**src/rtl/cpu_pkg.sv**
```systemverilog
//==============================================================================
// Module : cpu_pkg
// Brief  : Opcodes, ALU codes, sequencer state encoding and decode helpers.
// Rev    : 1.0
//==============================================================================
`timescale 1ns/1ps
`default_nettype none

package cpu_pkg;

    localparam logic [4:0] OP_LD   = 5'b00000;
    localparam logic [4:0] OP_LDI  = 5'b00001;
    localparam logic [4:0] OP_ST   = 5'b00010;
    localparam logic [4:0] OP_ADD  = 5'b00011;
    localparam logic [4:0] OP_SUB  = 5'b00100;
    localparam logic [4:0] OP_AND  = 5'b00101;
    localparam logic [4:0] OP_OR   = 5'b00110;
    localparam logic [4:0] OP_SHR  = 5'b00111;
    localparam logic [4:0] OP_SHL  = 5'b01000;
    localparam logic [4:0] OP_ROR  = 5'b01001;
    localparam logic [4:0] OP_ROL  = 5'b01010;
    localparam logic [4:0] OP_ADDI = 5'b01011;
    localparam logic [4:0] OP_ANDI = 5'b01100;
    localparam logic [4:0] OP_ORI  = 5'b01101;
    localparam logic [4:0] OP_MUL  = 5'b01110;
    localparam logic [4:0] OP_DIV  = 5'b01111;
    localparam logic [4:0] OP_NEG  = 5'b10000;
    localparam logic [4:0] OP_NOT  = 5'b10001;
    localparam logic [4:0] OP_BR   = 5'b10010;
    localparam logic [4:0] OP_JR   = 5'b10011;
    localparam logic [4:0] OP_JAL  = 5'b10100;
    localparam logic [4:0] OP_IN   = 5'b10101;
    localparam logic [4:0] OP_OUT  = 5'b10110;
    localparam logic [4:0] OP_MFHI = 5'b10111;
    localparam logic [4:0] OP_MFLO = 5'b11000;
    localparam logic [4:0] OP_NOP  = 5'b11001;
    localparam logic [4:0] OP_HALT = 5'b11010;

    localparam logic [3:0] ALU_ADD = 4'b0000;
    localparam logic [3:0] ALU_SUB = 4'b0001;
    localparam logic [3:0] ALU_AND = 4'b0010;
    localparam logic [3:0] ALU_OR  = 4'b0011;
    localparam logic [3:0] ALU_SHR = 4'b0100;
    localparam logic [3:0] ALU_SHL = 4'b0101;
    localparam logic [3:0] ALU_ROR = 4'b0110;
    localparam logic [3:0] ALU_ROL = 4'b0111;
    localparam logic [3:0] ALU_MUL = 4'b1000;
    localparam logic [3:0] ALU_DIV = 4'b1001;
    localparam logic [3:0] ALU_NEG = 4'b1010;
    localparam logic [3:0] ALU_NOT = 4'b1011;

    // T-states are numbered consecutively so that "next T-state" is +1.
    typedef logic [3:0] state_t;
    localparam state_t RESET_S = 4'd0;
    localparam state_t T0      = 4'd1;
    localparam state_t T1      = 4'd2;
    localparam state_t T2      = 4'd3;
    localparam state_t T3      = 4'd4;
    localparam state_t T4      = 4'd5;
    localparam state_t T5      = 4'd6;
    localparam state_t T6      = 4'd7;
    localparam state_t T7      = 4'd8;
    localparam state_t HALT_S  = 4'd9;

    function automatic logic [3:0] alu_code(input logic [4:0] op);
        case (op)
            OP_SUB:          return ALU_SUB;
            OP_AND, OP_ANDI: return ALU_AND;
            OP_OR,  OP_ORI:  return ALU_OR;
            OP_SHR:          return ALU_SHR;
            OP_SHL:          return ALU_SHL;
            OP_ROR:          return ALU_ROR;
            OP_ROL:          return ALU_ROL;
            OP_MUL:          return ALU_MUL;
            OP_DIV:          return ALU_DIV;
            OP_NEG:          return ALU_NEG;
            OP_NOT:          return ALU_NOT;
            default:         return ALU_ADD;
        endcase
    endfunction

    // Final T-state of each instruction; nop and undefined opcodes end after fetch.
    function automatic state_t last_state(input logic [4:0] op);
        case (op)
            OP_LD, OP_ST:                                   return T7;
            OP_LDI, OP_ADD, OP_SUB, OP_AND, OP_OR, OP_SHR,
            OP_SHL, OP_ROR, OP_ROL, OP_ADDI, OP_ANDI,
            OP_ORI:                                         return T5;
            OP_MUL, OP_DIV, OP_BR:                          return T6;
            OP_NEG, OP_NOT, OP_JAL:                         return T4;
            OP_JR, OP_IN, OP_OUT, OP_MFHI, OP_MFLO,
            OP_HALT:                                        return T3;
            default:                                        return T2;
        endcase
    endfunction

    function automatic logic is_mem_state(input state_t s, input logic [4:0] op);
        return (s == T1) || (s == T6 && op == OP_LD) || (s == T7 && op == OP_ST);
    endfunction

endpackage

`default_nettype wire

```
**src/rtl/mem_wait_counter.sv**
```systemverilog
//==============================================================================
// Module : mem_wait_counter
// Brief  : Loadable 3-bit down-counter that stretches memory T-states.
// Rev    : 1.0
//==============================================================================
`timescale 1ns/1ps
`default_nettype none

module mem_wait_counter (
    input  logic       clk,
    input  logic       rst,
    input  logic       i_load,
    input  logic [2:0] i_load_val,
    output logic [2:0] o_count,
    output logic       o_done
);

    logic [2:0] r_count;

    always_ff @(posedge clk or posedge rst) begin
        if (rst) begin
            r_count <= 3'd0;
        end else if (i_load) begin
            r_count <= i_load_val;
        end else if (r_count != 3'd0) begin
            r_count <= r_count - 3'd1;
        end
    end

    assign o_count = r_count;
    assign o_done  = (r_count == 3'd0);

endmodule

`default_nettype wire

```
**src/rtl/control_sequencer.sv**
```systemverilog
//==============================================================================
// Module : control_sequencer
// Brief  : Hardwired Moore control unit for the 32-bit single-bus datapath.
// Rev    : 1.0
//==============================================================================
`timescale 1ns/1ps
`default_nettype none

module control_sequencer #(
    parameter int unsigned MEM_WAIT = 1
) (
    input  logic        clk,
    input  logic        reset,
    input  logic [31:0] IR,
    input  logic        Branch,
    output logic        PCout,
    output logic        Zlowout,
    output logic        Zhighout,
    output logic        MDRout,
    output logic        HIout,
    output logic        LOout,
    output logic        InPortout,
    output logic        Cout,
    output logic        BAout,
    output logic        PCin,
    output logic        MARin,
    output logic        MDRin,
    output logic        IRin,
    output logic        Yin,
    output logic        Zin,
    output logic        Zlowin,
    output logic        Zhighin,
    output logic        HIin,
    output logic        LOin,
    output logic        OutPortin,
    output logic        Rin,
    output logic        Rout,
    output logic        GRA,
    output logic        GRB,
    output logic        GRC,
    output logic        IncPc,
    output logic        read,
    output logic        write,
    output logic [1:0]  mdr_read,
    output logic [3:0]  control,
    output logic        run
);

    import cpu_pkg::*;

    localparam logic [2:0] c_WAIT = 3'(MEM_WAIT);

    state_t     r_state;
    state_t     w_next;
    logic       r_brflag;
    logic [4:0] w_op;
    logic [3:0] w_alu;
    state_t     w_last;
    logic       w_cur_mem;
    logic       w_load;
    logic [2:0] w_count;
    logic       w_done;
    logic       w_first;
    logic       w_is_rtype;
    logic       w_is_imm;
    logic       w_unused_ir;

    assign w_op        = IR[31:27];
    assign w_unused_ir = ^IR[26:0];
    assign w_alu       = alu_code(w_op);
    assign w_last      = last_state(w_op);
    assign w_is_rtype  = (w_op >= OP_ADD) && (w_op <= OP_ROL);
    assign w_is_imm    = (w_op >= OP_ADDI) && (w_op <= OP_ORI);
    assign w_cur_mem   = is_mem_state(r_state, w_op);
    assign w_load      = is_mem_state(w_next, w_op) && (w_next != r_state);
    assign w_first     = (w_count == c_WAIT);

    mem_wait_counter u_wait (
        .clk        (clk),
        .rst        (reset),
        .i_load     (w_load),
        .i_load_val (c_WAIT),
        .o_count    (w_count),
        .o_done     (w_done)
    );

    always_comb begin
        w_next = r_state;
        case (r_state)
            RESET_S: w_next = T0;
            HALT_S:  w_next = HALT_S;
            default: begin
                if (w_cur_mem && !w_done) begin
                    w_next = r_state;
                end else if (r_state >= w_last) begin
                    w_next = (w_op == OP_HALT) ? HALT_S : T0;
                end else begin
                    w_next = r_state + 4'd1;
                end
            end
        endcase
    end

    always_ff @(posedge clk or posedge reset) begin
        if (reset) begin
            r_state  <= RESET_S;
            r_brflag <= 1'b0;
        end else begin
            r_state <= w_next;
            if (r_state == T3 && w_op == OP_BR) begin
                r_brflag <= Branch;
            end
        end
    end

    always_comb begin
        PCout = 1'b0; Zlowout = 1'b0; Zhighout = 1'b0; MDRout = 1'b0;
        HIout = 1'b0; LOout = 1'b0; InPortout = 1'b0; Cout = 1'b0; BAout = 1'b0;
        PCin = 1'b0; MARin = 1'b0; MDRin = 1'b0; IRin = 1'b0; Yin = 1'b0;
        Zin = 1'b0; Zlowin = 1'b0; Zhighin = 1'b0; HIin = 1'b0; LOin = 1'b0;
        OutPortin = 1'b0; Rin = 1'b0; Rout = 1'b0; GRA = 1'b0; GRB = 1'b0;
        GRC = 1'b0; IncPc = 1'b0; read = 1'b0; write = 1'b0;
        mdr_read = 2'b00; control = ALU_ADD;
        run = (r_state != RESET_S) && (r_state != HALT_S);

        case (r_state)
            T0: begin
                PCout = 1'b1; MARin = 1'b1; IncPc = 1'b1; Zlowin = 1'b1;
            end
            T1: begin
                // The incremented PC is written back only once, however long the read lasts.
                read = 1'b1; mdr_read = 2'b01;
                if (w_first) begin
                    Zlowout = 1'b1; PCin = 1'b1;
                end
                MDRin = w_done;
            end
            T2: begin
                MDRout = 1'b1; IRin = 1'b1;
            end
            T3, T4, T5, T6, T7: begin
                if (w_is_rtype || w_is_imm) begin
                    case (r_state)
                        T3: begin GRB = 1'b1; Rout = 1'b1; Yin = 1'b1; end
                        T4: begin
                            if (w_is_imm) begin
                                Cout = 1'b1;
                            end else begin
                                GRC = 1'b1; Rout = 1'b1;
                            end
                            control = w_alu; Zlowin = 1'b1;
                        end
                        T5: begin Zlowout = 1'b1; GRA = 1'b1; Rin = 1'b1; end
                        default: ;
                    endcase
                end else begin
                    case (w_op)
                        OP_LD, OP_LDI, OP_ST: begin
                            case (r_state)
                                T3: begin GRB = 1'b1; BAout = 1'b1; Yin = 1'b1; end
                                T4: begin Cout = 1'b1; control = ALU_ADD; Zlowin = 1'b1; end
                                T5: begin
                                    Zlowout = 1'b1;
                                    if (w_op == OP_LDI) begin
                                        GRA = 1'b1; Rin = 1'b1;
                                    end else begin
                                        MARin = 1'b1;
                                    end
                                end
                                T6: begin
                                    if (w_op == OP_LD) begin
                                        read = 1'b1; mdr_read = 2'b01; MDRin = w_done;
                                    end else if (w_op == OP_ST) begin
                                        GRA = 1'b1; Rout = 1'b1; MDRin = 1'b1;
                                    end
                                end
                                T7: begin
                                    if (w_op == OP_LD) begin
                                        MDRout = 1'b1; GRA = 1'b1; Rin = 1'b1;
                                    end else if (w_op == OP_ST) begin
                                        write = 1'b1;
                                    end
                                end
                                default: ;
                            endcase
                        end
                        OP_MUL, OP_DIV: begin
                            case (r_state)
                                T3: begin GRA = 1'b1; Rout = 1'b1; Yin = 1'b1; end
                                T4: begin
                                    GRB = 1'b1; Rout = 1'b1; control = w_alu;
                                    Zlowin = 1'b1; Zhighin = 1'b1;
                                end
                                T5: begin Zlowout = 1'b1; LOin = 1'b1; end
                                T6: begin Zhighout = 1'b1; HIin = 1'b1; end
                                default: ;
                            endcase
                        end
                        OP_NEG, OP_NOT: begin
                            case (r_state)
                                T3: begin GRB = 1'b1; Rout = 1'b1; control = w_alu; Zlowin = 1'b1; end
                                T4: begin Zlowout = 1'b1; GRA = 1'b1; Rin = 1'b1; end
                                default: ;
                            endcase
                        end
                        OP_BR: begin
                            // Condition was latched from Branch at the end of T3.
                            case (r_state)
                                T3: begin GRA = 1'b1; Rout = 1'b1; end
                                T4: begin PCout = 1'b1; Yin = 1'b1; end
                                T5: begin Cout = 1'b1; control = ALU_ADD; Zlowin = 1'b1; end
                                T6: begin Zlowout = r_brflag; PCin = r_brflag; end
                                default: ;
                            endcase
                        end
                        OP_JR: begin
                            if (r_state == T3) begin GRA = 1'b1; Rout = 1'b1; PCin = 1'b1; end
                        end
                        OP_JAL: begin
                            if (r_state == T3) begin PCout = 1'b1; GRB = 1'b1; Rin = 1'b1; end
                            if (r_state == T4) begin GRA = 1'b1; Rout = 1'b1; PCin = 1'b1; end
                        end
                        OP_IN: begin
                            if (r_state == T3) begin InPortout = 1'b1; GRA = 1'b1; Rin = 1'b1; end
                        end
                        OP_OUT: begin
                            if (r_state == T3) begin GRA = 1'b1; Rout = 1'b1; OutPortin = 1'b1; end
                        end
                        OP_MFHI: begin
                            if (r_state == T3) begin HIout = 1'b1; GRA = 1'b1; Rin = 1'b1; end
                        end
                        OP_MFLO: begin
                            if (r_state == T3) begin LOout = 1'b1; GRA = 1'b1; Rin = 1'b1; end
                        end
                        default: ;
                    endcase
                end
            end
            default: ;
        endcase
    end

endmodule

`default_nettype wire

```
**config.mk**
```make
export PLATFORM = sky130hd
export DESIGN_NAME = control_sequencer
export DESIGN_NICKNAME = d
export VERILOG_FILES = /design/src/rtl/cpu_pkg.sv /design/src/rtl/mem_wait_counter.sv /design/src/rtl/control_sequencer.sv
export SDC_FILE = /design/constraint.sdc
export NUM_CORES = 1
export LEC_CHECK = 0
export ABC_AREA = 1
export CAP_MARGIN = 20
export CORE_ASPECT_RATIO = 0.9
export CORE_MARGIN = 10
export CORE_UTILIZATION = 48
export DETAILED_ROUTE_END_ITERATION = 8
export GPL_TIMING_DRIVEN = 0
export PLACE_DENSITY = 0.87
export REMOVE_ABC_BUFFERS = 1
export SETUP_SLACK_MARGIN = 0.4
export SYNTH_ARGS = -nofsm -noshare
export SYNTH_HDL_FRONTEND = slang
export SYNTH_SLANG_ARGS = --single-unit
```
**constraint.sdc**
```tcl
create_clock -name clk -period 5.23 [get_ports clk]
set_input_delay 1.3075 -clock clk [delete_from_list [all_inputs] [get_ports clk]]
set_output_delay 1.3075 -clock clk [all_outputs]
set_load 0.01 [all_outputs]
```
==> results of run 1 <==
-- flip-flops by register name, indices dropped and copies added (netlist names) --
| name | count |
|---|---|
| r_brflag | 1 |
| u_wait.o_count | 3 |
| r_state | 4 |
-- metrics by stage --
| step | power (uW) | setup TNS, ns | area, sq um | worst slack (ns) |
|---|---|---|---|---|
| final | 216 | 0 | 2320 | 0.545 |
| after global routing | 228 | 0 | 2320 | 0.433 |
| after CTS | 210 | 0 | 2280 | 0.379 |
| after detailed placement | 127 | -1.95 | 2160 | -0.294 |
| after global placement | 125 | -1.50 | 2160 | -0.269 |
| after floorplan | 103 | 0 | 1710 | 1.14 |
-- metal layers --
metal / GRT usage [%] / vias to the layer above / wire length [microns]
li1: - / 1067 / -
met2: 26.3 / 162 / 2550
met3: 3.76 / 12 / 628
met1: 19.5 / 1000 / 2300
met4: 4.35 / 0 / 94
met5: 0 / - / 0
-- power by group through the flow --
| stage | registers (uW) | logic (uW) | clock network [uW] |
|---|---|---|---|
| 2_1_floorplan | 63.0 | 40.0 | 0 |
| 3_3_place_gp | 63.0 | 62.3 | 0 |
| 3_5_place_dp | 63.0 | 63.9 | 0 |
| 4_1_cts | 62.1 | 68.9 | 78.9 |
| 5_1_grt | 62.1 | 83.3 | 82.6 |
| 6_report | 62.2 | 76.5 | 77.2 |
-- worst min-delay path by stage --
stage	start	end	depth (start not counted)
floorplan	u_wait.o_count[0]	u_wait.o_count[0]	2
global placement	u_wait.o_count[0]	u_wait.o_count[0]	2
detailed placement	u_wait.o_count[0]	u_wait.o_count[0]	2
CTS	u_wait.o_count[0]	u_wait.o_count[0]	2
global route	u_wait.o_count[0]	u_wait.o_count[0]	2
finish	u_wait.o_count[0]	u_wait.o_count[0]	2
-- placed cells by master (no fill, tap or decap), drive strengths merged --
cell type,synthesis,layout
nor4,1,1
nand2,70,70
xor2,1,1
o221ai,2,2
ha,19,19
a32oi,1,1
dlygate4sd2,0,4
a21oi,11,11
clkdlybuf4s50,0,31
o41ai,1,1
clkinv,2,2
conb,1,2
o32ai,1,1
nor3,9,9
clkbuf,0,8
or2,2,2
o211ai,3,3
o2bb2ai,1,1
buf,8,14
nor2,46,46
o2111ai,1,1
nand4,4,4
nand3,29,29
o21ai,20,20
a41oi,1,1
inv,48,48
o22ai,3,3
a31oi,2,2
dfrtp,8,8
o31ai,1,1
-- area by class of cell --
type / count / share of cell area, %
clock buffers: 3 / 1.78
well taps: 44 / 2.37
inverters: 50 / 8.25
repair buffers: 54 / 20.5
multi-input cells: 231 / 58.5
flip-flops and latches: 8 / 8.63
-- worst reg2reg max path, delay by kind of cell (launching register included) --
kind            cells  cell delay [ns]
simple gates        7             0.65
flops               1             0.61
compound gates      3             0.52
fa+ha+maj           1             0.33
-- cell families after synthesis --
| family | Yosys count | synth area share [%] |
|---|---|---|
| simple gates | 161 | 44.1 |
| buf+inv | 58 | 14.1 |
| compound gates | 48 | 16.3 |
| fa+ha+maj | 19 | 13.5 |
| flops | 8 | 11.4 |
| xor+xnor | 1 | 0.497 |
| other cells | 1 | 0.213 |
-- repair_timing --
item	in CTS	in global routing
setup endpoints to repair	26	19
buffers inserted	7	7
gates cloned	0	0
pin swaps	2	1
resized for setup	22	13
==> out/qor.csv, run 1 <==
metric;value;unit
leakage;0.00116;uW
CP peak stage delay;0.56;ns
Mapped Cells;296;
Synth top area share;13.8;%
Core Area;3450;sq um
clock buffers created by TritonCTS;3;
worst-case clock buffer depth;2;
FF-to-FF Start;r_state[3];
clock power share;35.8;%
Max Cap Violations;0;
Sw Share;34.7;%
die height;77.5;microns
post-synth cell types;41;
clk slew on worst S/H paths;0.04;ns
r2r endpoint;u_wait.o_count[2];
FF+latch count, synth;8;
Worst Setup SP;IR[28];
top post-synthesis cells by area;nand2_1 (14%), ha_1 (13%), dfrtp_1 (11%), inv_1 (8.5%), nor2_1 (7.9%);
IO Port Bufs;40;
Starting Density;51.1;%
placed cells;373;
Max Fclk;213;MHz
Worst Setup Path Type;in2out;
H-tree depth;1;
Die Footprint;6500;sq um
top-count cell post-synth;nand2_1;
synth-to-layout area growth;31.6;%
ys flop type;dfrtp_1;
share of layout cells above drive strength 1;18.2;%
dpl hpwl;4240;microns
final setup vio count;0;
clk root buf;clkbuf_8;
Crit path max-delay family;buffers and inverters;
Post-synth EDFFs;0;
peak supply drop;0.0724;mV
count of routing violations after the opening detailed-route iteration;297;
initial antenna violation count;0;
largest net degree at the start of global routing;15;
Die Wd;83.9;microns
P_int;141;uW
first-pass GRT wire length;9000;microns
Clk Latency, worst-skew pair;0.24;ns
diodes inserted;0;
nets@finish;402;
status;finished clean;
R2R Setup Slk;3.00;ns
Worst Skew;0.00468;ns
hold buffer count at cts;0;
unrepaired setup endpoints after global routing;no;
sequential fraction of the synthesis area;11.4;%
Final Max Slew Viols;0;
Core Util, Final;67.2;%
endpoint class of the critical path;primary output;
Non-Filler Instances;390;
fill count;314;
Hold Slack;0.560;ns
worst path arrival time;3.38;ns
Rows;20;
vias in the first global route;1934;
GRT Total Usage;15.7;%
GRT overflow;0;
ys async rst share;100;%
via count;2241;
Post-Route WL;5580;microns
Sw Pwr;75.0;uW
critical path endpoint;control[0];
Routed Antenna Nets;0;
CTS sink cnt;8;
RePlAce Congestion;0.982;
Logic pwr share;35.4;%
list of most frequent post-synthesis cells;nand2_1 (65), inv_1 (40), nor2_1 (37);
share of power burned in registers;28.8;%
TritonRoute pass-1 iters;6;
FF+latch area;200;sq um
Tcrit/Tclk final;89.6;%
Critical Path RT;3.92;ns
Yosys top cell by area;nand2_1;
final hold vios;0;
DRC;0;
Avg Cell Area, Syn;5.96;sq um
vias per std cell;5.75;
crit start category;primary input;
CTS tree;yes;
worst-path cell chain;clkbuf_2 > inv_2 > ha_2 > nor2_1 > o21ai_0 > nand3_1 > nand2_2 > inv_2 > o211ai_1 > nand2_2 > nor3_2 > clkdlybuf4s50_1;
power per cell area;93.1;nW/um^2
Crit-path slowest cell;clkdlybuf4s50_1;
post-DR wirelength/cell;14.3;microns
area of the multi-input gates;1360;sq um
YS warnings;0;
IO Pins;70;
R2R cell count;11;
Synth Cell Area;1760;sq um
worst-path fanout max;9;
fin crit period;4.69;ns
CP bufs+invs;4;
Worst path depth;12;
HP Class;reg2reg;
Power figures use the tool's default switching activity.
==> run 2: changes to the inputs <==
--- a/config.mk
+++ b/config.mk
@@ -7,7 +7,6 @@
 export LEC_CHECK = 0
 export ABC_AREA = 1
 export CAP_MARGIN = 20
-export CORE_ASPECT_RATIO = 0.9
 export CORE_MARGIN = 10
 export CORE_UTILIZATION = 48
 export DETAILED_ROUTE_END_ITERATION = 8
==> run 2 against run 1 <==
  * Sequential cell count unchanged
  * Total power increased by 1.7%
  * Sequential power about the same
  * Via count decreased by 1.2%
  * Clock skew decreased by 0.0015 ns
  * Critical endpoint is now GRA
==> out/qor.csv, run 2 (synthesis gave the netlist of run 1 again) <==
metric;value;unit;change
Post-Route WL;5620;microns;was 5580 microns
peak supply drop;0.0797;mV;was 0.0724 mV
clk root buf;clkbuf_8;;unchanged
FF-to-FF Start;r_state[3];;unchanged
via count;2214;;was 2241
leakage;0.00131;uW;was 0.00116 uW
largest net degree at the start of global routing;15;;unchanged
power per cell area;91.9;nW/um^2;was 93.1 nW/um^2
dpl hpwl;4290;microns;was 4240 microns
commonest non-fill, non-tap cell in the layout;nand2_1;;unchanged
initial antenna violation count;0;;unchanged
Hold Slack;0.549;ns;was 0.560 ns
GRT Total Usage;16.5;%;was 15.7%
synth-to-layout area growth;35.5;%;was 31.6%
worst-path fanout max;5;;was 9
clk slew on worst S/H paths;0.04;ns;about the same
status;finished clean;;unchanged
Die Footprint;6500;sq um;about the same
Final Max Slew Viols;0;;unchanged
Clk Latency, worst-skew pair;0.24;ns;about the same
Worst Skew;0.00313;ns;was 0.00468 ns
final hold vios;0;;unchanged
crit start category;primary input;;unchanged
setup TNS;0;ns;unchanged
unrepaired setup endpoints after global routing;yes;;was no
count of routing violations after the opening detailed-route iteration;202;;was 297
share of layout cells above drive strength 1;19.6;%;was 18.2%
Core Area;3440;sq um;was 3450 sq um
endpoint class of the critical path;primary output;;unchanged
final setup vio count;0;;unchanged
first-pass GRT wire length;8970;microns;was 9000 microns
clock buffers created by TritonCTS;3;;unchanged
die height;80.6;microns;was 77.5 microns
nets@finish;403;;was 402
R2R cell count;11;;unchanged
Tcrit/Tclk final;92.2;%;was 89.6%
fin worst setup slack;0.410;ns;was 0.545 ns
H-tree depth;1;;unchanged
Crit-path slowest cell;clkdlybuf4s50_1;;unchanged
CP peak stage delay;0.48;ns;was 0.56 ns
Setup WS pre-CTS;-0.320;ns;was -0.294 ns
Critical Path RT;3.92;ns;about the same
worst path arrival time;3.51;ns;was 3.38 ns
CTS sink cnt;8;;unchanged
Starting Density;51.2;%;was 51.1%
Rows;21;;was 20
fin crit period;4.82;ns;was 4.69 ns
hold endpoint;u_wait.o_count[0];;unchanged
r2r endpoint;u_wait.o_count[2];;unchanged
R2R Setup Slk;2.98;ns;was 3.00 ns
Worst Setup Path Type;in2out;;unchanged
Reg with most FFs;r_state;;unchanged
Worst Hold Depth;2;;unchanged
worst-case clock buffer depth;2;;unchanged
vias in the first global route;2057;;was 1934
DRC;0;;unchanged
GRT overflow;0;;unchanged
IO Port Bufs;40;;unchanged
diodes inserted;0;;unchanged
highest-count cells in the layout ignoring fill and taps;nand2_1 (62), inv_1 (36), nor2_1 (32), nand3_1 (25), clkdlybuf4s50_1 (25);;was nand2_1 (63), inv_1 (38), nor2_1 (33), clkdlybuf4s50_1 (31), nand3_1 (25)
Max Fclk;207;MHz;was 213 MHz
max reg flops;4;;unchanged
Routed Antenna Nets;0;;unchanged
Core Util, Final;69.4;%;was 67.2%
vias per std cell;5.63;;was 5.75
worst-path cell chain;clkdlybuf4s15_1 > inv_2 > ha_4 > o211ai_1 > nand3_1 > o21ai_1 > nand2_1 > o31ai_1 > inv_1 > clkdlybuf4s50_1;;was clkbuf_2 > inv_2 > ha_2 > nor2_1 > o21ai_0 > nand3_1 > nand2_2 > inv_2 > o211ai_1 > nand2_2 > nor3_2 > clkdlybuf4s50_1
RePlAce Congestion;0.958;;was 0.982
Max Cap Violations;0;;unchanged
CTS tree;yes;;unchanged
TritonRoute pass-1 iters;5;;was 6
post-DR wirelength/cell;14.3;microns;about the same
Die Wd;80.6;microns;was 83.9 microns
IO Pins;70;;unchanged
HP Class;reg2reg;;unchanged
min-delay src;u_wait.o_count[0];;unchanged
## run 2: cell count changes in the layout (fill, tap and decap cells not counted), moves of 2 or more
cell             delta
clkbuf_2            -3
clkdlybuf4s15_1     +2
clkdlybuf4s50_1     -6
dlygate4sd2_1       -2
dlymetal6s2s_1      +8
inv_1               -2
## run 2: layout make-up
class                           instances  area [sq um]
Fill cell                             296          1050
Tap cell                               46          57.6
Inverter                               50           194
Multi-Input combinational cell        231          1370
Clock buffer                            3          41.3
Sequential cell                         8           200
Timing Repair Buffer                   55           522
## run 2: power by group
group	leakage (uW)	switching, uW	internal, uW
Clock	0.0000216	27.1	50.1
Sequential	0.000101	0	62.2
Combinational	0.00118	48.6	31.5
## run 2: critical path, delay by kind of cell
family	cells	cell delay (ns)
buffers and inverters	4	0.95
adders and majority gates	1	0.20
AOI/OAI and AO/OA	3	0.85
and+or+nand+nor	2	0.22
## run 2: worst max path at each step
| stage | from | to |
|---|---|---|
| 2_1_floorplan | IR[27] | control[0] |
| 3_3_place_gp | IR[27] | control[0] |
| 3_5_place_dp | IR[27] | control[0] |
| 4_1_cts | IR[30] | control[0] |
| 5_1_grt | IR[28] | control[0] |
| 6_report | IR[27] | GRA |
## run 2: repair_timing
item / 4_1_cts / 5_1_grt
setup endpoints to repair: 25 / 18
gates cloned: 0 / 0
buffers inserted: 7 / 8
pin swaps: 2 / 3
gates resized for setup: 22 / 26
hold buffers: 0 / 0
## run 2: per-stage QoR
step,cells,instance area [sq um],total power [uW]
global route,393,2390,231
floorplan,289,1710,103
global placement,375,2170,126
CTS,385,2280,210
detailed placement,375,2170,127
finish,393,2390,219
## run 2: per-layer routing
layer	vias to the layer above	track usage, %	share of wire (%)
met5	-	0	0
met4	0	6.16	1.5
met1	999	20.4	42
met2	136	27.6	47
met3	10	2.90	9.6
li1	1069	-	-
